## src/rtl/scale_ctrl.sv

```systemverilog
// scale_ctrl: turns debounced up/down buttons and a parallel load into the
// divider scale word, and pulses the divider's active-low reload after every change.
//
// Ports:
//   clk_in   system clock (shared with the divider)
//   rst      synchronous active-high reset
//   btn_up   raw asynchronous button, steps scale up
//   btn_down raw asynchronous button, steps scale down
//   load_en  single-cycle strobe loading load_val
//   load_val value loaded on load_en
//   scale    current scale word
//   div_nrst active-low reload to the divider
//   busy     high while a reload is in progress
module scale_ctrl #(
  parameter int WIDTH           = 8,
  parameter int DEBOUNCE_CYCLES = 50000,
  parameter int RELOAD_CYCLES   = 2,
  parameter int INIT_SCALE      = 0
) (
  input  logic             clk_in,
  input  logic             rst,
  input  logic             btn_up,
  input  logic             btn_down,
  input  logic             load_en,
  input  logic [WIDTH-1:0] load_val,
  output logic [WIDTH-1:0] scale,
  output logic             div_nrst,
  output logic             busy
);

  localparam int CW = $clog2(DEBOUNCE_CYCLES + 1);
  localparam int RW = (RELOAD_CYCLES > 1) ? $clog2(RELOAD_CYCLES) : 1;
  localparam logic [CW-1:0] CNT_LAST = CW'(DEBOUNCE_CYCLES - 1);
  localparam logic [RW-1:0] RCNT_LAST = RW'(RELOAD_CYCLES - 1);
  localparam logic [WIDTH-1:0] SCALE_MAX = '1;

  typedef enum logic {
    S_IDLE,
    S_RELOAD
  } state_e;

  // bit 0 = up, bit 1 = down
  logic [1:0] s1_q, s1_d;
  logic [1:0] s2_q, s2_d;
  logic [1:0] db_q, db_d;
  logic [1:0] dbp_q, dbp_d;
  logic [CW-1:0] cnt_q [2];
  logic [CW-1:0] cnt_d [2];
  logic [1:0] step;

  logic [WIDTH-1:0] scale_q, scale_d;
  logic upd;

  state_e state_q, state_d;
  logic [RW-1:0] rcnt_q, rcnt_d;
  // Set by reset so the first post-reset edge starts the reload count.
  logic init_q, init_d;

  always_ff @(posedge clk_in) begin
    if (rst) begin
      s1_q    <= '0;
      s2_q    <= '0;
      db_q    <= '0;
      dbp_q   <= '0;
      cnt_q[0] <= '0;
      cnt_q[1] <= '0;
      scale_q <= WIDTH'(INIT_SCALE);
      state_q <= S_RELOAD;
      rcnt_q  <= '0;
      init_q  <= 1'b1;
    end else begin
      s1_q    <= s1_d;
      s2_q    <= s2_d;
      db_q    <= db_d;
      dbp_q   <= dbp_d;
      cnt_q[0] <= cnt_d[0];
      cnt_q[1] <= cnt_d[1];
      scale_q <= scale_d;
      state_q <= state_d;
      rcnt_q  <= rcnt_d;
      init_q  <= init_d;
    end
  end

  always_comb begin
    s1_d  = {btn_down, btn_up};
    s2_d  = s1_q;
    db_d  = db_q;
    dbp_d = db_q;
    for (int i = 0; i < 2; i++) begin
      cnt_d[i] = '0;
      if (s2_q[i] != db_q[i]) begin
        if (cnt_q[i] == CNT_LAST) begin
          db_d[i] = ~db_q[i];
        end else begin
          cnt_d[i] = cnt_q[i] + CW'(1);
        end
      end
    end
    step = db_q & ~dbp_q;
  end

  always_comb begin
    scale_d = scale_q;
    upd     = 1'b0;
    if (load_en) begin
      scale_d = load_val;
      upd     = 1'b1;
    end else if (step[0] && step[1]) begin
      upd = 1'b0;
    end else if (step[0]) begin
      if (scale_q != SCALE_MAX) begin
        scale_d = scale_q + WIDTH'(1);
        upd     = 1'b1;
      end
    end else if (step[1]) begin
      if (scale_q != '0) begin
        scale_d = scale_q - WIDTH'(1);
        upd     = 1'b1;
      end
    end
  end

  always_comb begin
    state_d = state_q;
    rcnt_d  = rcnt_q;
    init_d  = 1'b0;
    if (upd || init_q) begin
      state_d = S_RELOAD;
      rcnt_d  = '0;
    end else if (state_q == S_RELOAD) begin
      if (rcnt_q == RCNT_LAST) begin
        state_d = S_IDLE;
      end else begin
        rcnt_d = rcnt_q + RW'(1);
      end
    end
  end

  always_comb begin
    scale    = scale_q;
    div_nrst = (state_q == S_IDLE);
    busy     = (state_q != S_IDLE);
  end

endmodule

```

## config.mk

```make
export PLATFORM = sky130hd
export DESIGN_NAME = scale_ctrl
export DESIGN_NICKNAME = d
export VERILOG_FILES = /design/src/rtl/scale_ctrl.sv
export SDC_FILE = /design/constraint.sdc
export NUM_CORES = 1
export LEC_CHECK = 0
export ABC_AREA = 1
export CORE_ASPECT_RATIO = 1.25
export CORE_MARGIN = 2
export CORE_UTILIZATION = 25
export CTS_CLUSTER_DIAMETER = 50
export DETAILED_ROUTE_END_ITERATION = 16
export PLACE_DENSITY = 0.41
export SETUP_SLACK_MARGIN = 0.2
export SYNTH_ARGS = -nofsm -noshare
export SYNTH_HDL_FRONTEND = slang
export SYNTH_SLANG_ARGS = --single-unit
```

## constraint.sdc

```tcl
create_clock -name clk_in -period 2 [get_ports clk_in]
set_input_delay 0.6 -clock clk_in [delete_from_list [all_inputs] [get_ports clk_in]]
set_output_delay 0.6 -clock clk_in [all_outputs]
set_load 0.02 [all_outputs]
```

==> results.cfg <==
[outcome]
status = finished, final reports clean

[placement]
place_congestion = 0.7543
hpwl_mm = 4.544
portBuffers = 22
pre_cts_slack_ps = 19.30

[die]
design.die.area_um2 = 11640
rows = 42
fp.dieH_um = 120.1
coreArea_um2 = 10560
dieWidth_um = 96.89
boundaryPins = 23
initial_utilization = 0.2553

[cts]
cts_tree = built
clk_transition_reported_paths_ps = 70
clockRootBuffer = clkbuf_16
clk_latency_ps = 290
cts_sinks = 51
clock_path_buffers = 2
cts_hold_buf = 0
h-tree-depth = 2
numCtsBuffers = 5

[synthesis]
yosysWarningCount = 0
synth_seq_area_share = 0.3787
synth-seq-cells = 51
synthCells = 379
yosysUniqueCellTypes = 40
synthesis.area_um2 = 2696
avgSynthCellArea_um2 = 7.114
synth_nets = 399

[critical_path]
cp-end-kind = output pin
crit_chain = dlygate4sd2_1
reg2regPathDepth = 11
start_kind = flip-flop
crit_cells = 1
slowest_delay_ps = 460
crit_family = flip-flops
critPathBufInv = 1
cp_max_fo = 7
worstSetupPathType = reg2out
cp_slowest_cell = dfxtp_1
critPathArrivalTime_ps = 1130
critical_path_required_ps = 1400

[global_route]
grt_max_degree = 17
grt.total_usage = 0.1114
globalRouteOverflowTotal = 0
antenna_found_initial = 0
grt_first_pass_wirelength_mm = 10.63
grt_pass1_vias = 2350

[min_path]
hold_path_depth = 2
hp-class = reg2reg

[sta]
slew_viol_final = 0
min_period_ps = 1727
rsz0062_at_grt = true
setup_violations = 0
skew_ps = 7.832
setup_tns_ps = 0
relSlewSlack = 0.7780
min_period_over_period = 0.8637
fin_ws_ps = 272.6
hold_ws_ps = 407.4
hold_viol = 0
worstMarginPinSlew_ps = 331.8
fmax_ghz = 0.5789

[route]
wl_met2_mm = 2.950
drcViolationCount = 0
wl_met1_mm = 2.708
top_layer_used = met4
wl_met3_um = 166
dr.pass1.iters = 4
wl_per_cell_um = 10.80
avgViaCountPerCell = 4.307
wirelength_mm = 5.940
vias = 2369
first_iter_violations = 86
ant_nets = 0

[pwr]
power_density_nw_per_um2 = 664.0
p_leak_nw = 1.379
vdd_drop_max_v = 0.0002986

[run]
cap_violations = 0

[cells_and_area]
nets = 437
drive_above_1_share = 0.1388
antenna_cells = 0
syn2layout_area_growth_pct = 25.15
fillerInstances = 1151
==> synthesized netlist by cell type, drive strengths merged <==
master  count  share of area
or2         4          0.010
ha          7          0.032
inv        59          0.082
nor4        1         0.0023
o21ai      12          0.022
buf         5          0.013
clkbuf      1         0.0014
and3        1         0.0023
dfxtp      51           0.38
a21oi      22          0.046
a31oi       2         0.0046
nor2       55          0.093
nand4       7          0.016
a211oi      3         0.0084
nand3      32          0.063
or3         1         0.0023
nand3b      2         0.0056
xnor2       2         0.0065
nand2      76           0.11
o21a        1         0.0028
o21bai      4          0.017
nor3b       1         0.0028
xor2        8          0.026
nor3       22          0.047
==> cell families (layout without fill, tap and decap cells) <==
group,Yosys count,count (layout),share of synthesized area
AND/OR/NAND/NOR,202,202,0.3587
buffers and inverters,65,104,0.09652
flip-flops,51,51,0.3787
AO/OA/AOI/OAI,44,44,0.1012
XOR/XNOR,10,10,0.03248
adder cells (fa/ha/maj),7,7,0.03248
==> layout make-up <==
| class | instances | area (µm²) | area share |
|---|---|---|---|
| timing repair buffer | 37 | 357.8 | 0.1060 |
| tap | 132 | 165.2 | 0.04894 |
| clock inverter | 1 | 8.758 | 0.002595 |
| sequential | 51 | 1023 | 0.3033 |
| clock buffer | 7 | 142.6 | 0.04227 |
| multi-input combinational | 263 | 1455 | 0.4312 |
| inverter | 59 | 221.5 | 0.06563 |
==> placed cells by master, fill, tap and decap left out, drive strengths merged, types with 7 or more instances in the layout <==
master,count
nand2,76
nor2,55
nand4,7
xor2,8
clkdlybuf4s50,12
dfxtp,51
a21oi,22
nand3,32
nor3,22
buf,15
dlygate4sd2,10
o21ai,12
inv,59
clkbuf,7
ha,7
==> per-layer routing <==
| layer | GRT usage | vias up |
|---|---|---|
| met2 | 0.1984 | 26 |
| li1 | - | 1289 |
| met5 | 0 | - |
| met4 | 0.04401 | 0 |
| met1 | 0.1299 | 1047 |
| met3 | 0.02388 | 7 |
==> final timing paths <==
| check | from | slack, ps | endpoint |
|---|---|---|---|
| max | scale[0]$_SDFFE_PP0P_ | 270 | scale[0] |
| min | s1_q[1]$_SDFF_PP0_ | 410 | s2_q[1]$_SDFF_PP0_ |
| max reg2reg | dbp_q[0]$_SDFF_PP0_ | 390 | scale[7]$_SDFFE_PP0P_ |
| min reg2reg | s1_q[1]$_SDFF_PP0_ | 410 | s2_q[1]$_SDFF_PP0_ |
==> registers in the layout, summed over array words and instances, names as in the netlist <==
signal	count
s2_q	2
dbp_q	2
scale	8
rcnt_q	1
busy	1
cnt_q	32
s1_q	2
init_q	1
db_q	2
==> stage by stage <==
step             util  instance area [µm²]  power [mW]  cells
6_report       0.3195                 3374       2.241    550
5_1_grt        0.3195                 3374       2.365    550
4_1_cts        0.3140                 3317       2.289    548
3_5_place_dp   0.3009                 3178       1.391    540
3_3_place_gp   0.3009                 3178       1.393    540
2_1_floorplan       -                 2696       1.273    379
==> timing repair <==
| item | 4_1_cts | 5_1_grt |
|---|---|---|
| gates resized for setup | 10 | 11 |
| pin swaps | 0 | 2 |
| endpoints found under the setup margin | 10 | 7 |
| buffers inserted | 0 | 2 |
==> power by group <==
part / leakage, nW / internal, mW / switching [mW]
registers: 0.415 / 1.04 / 0.0211
logic: 0.890 / 0.131 / 0.167
clock network: 0.0741 / 0.502 / 0.383
total: 1.38 / 1.67 / 0.571
Power figures use the tool's default switching activity.
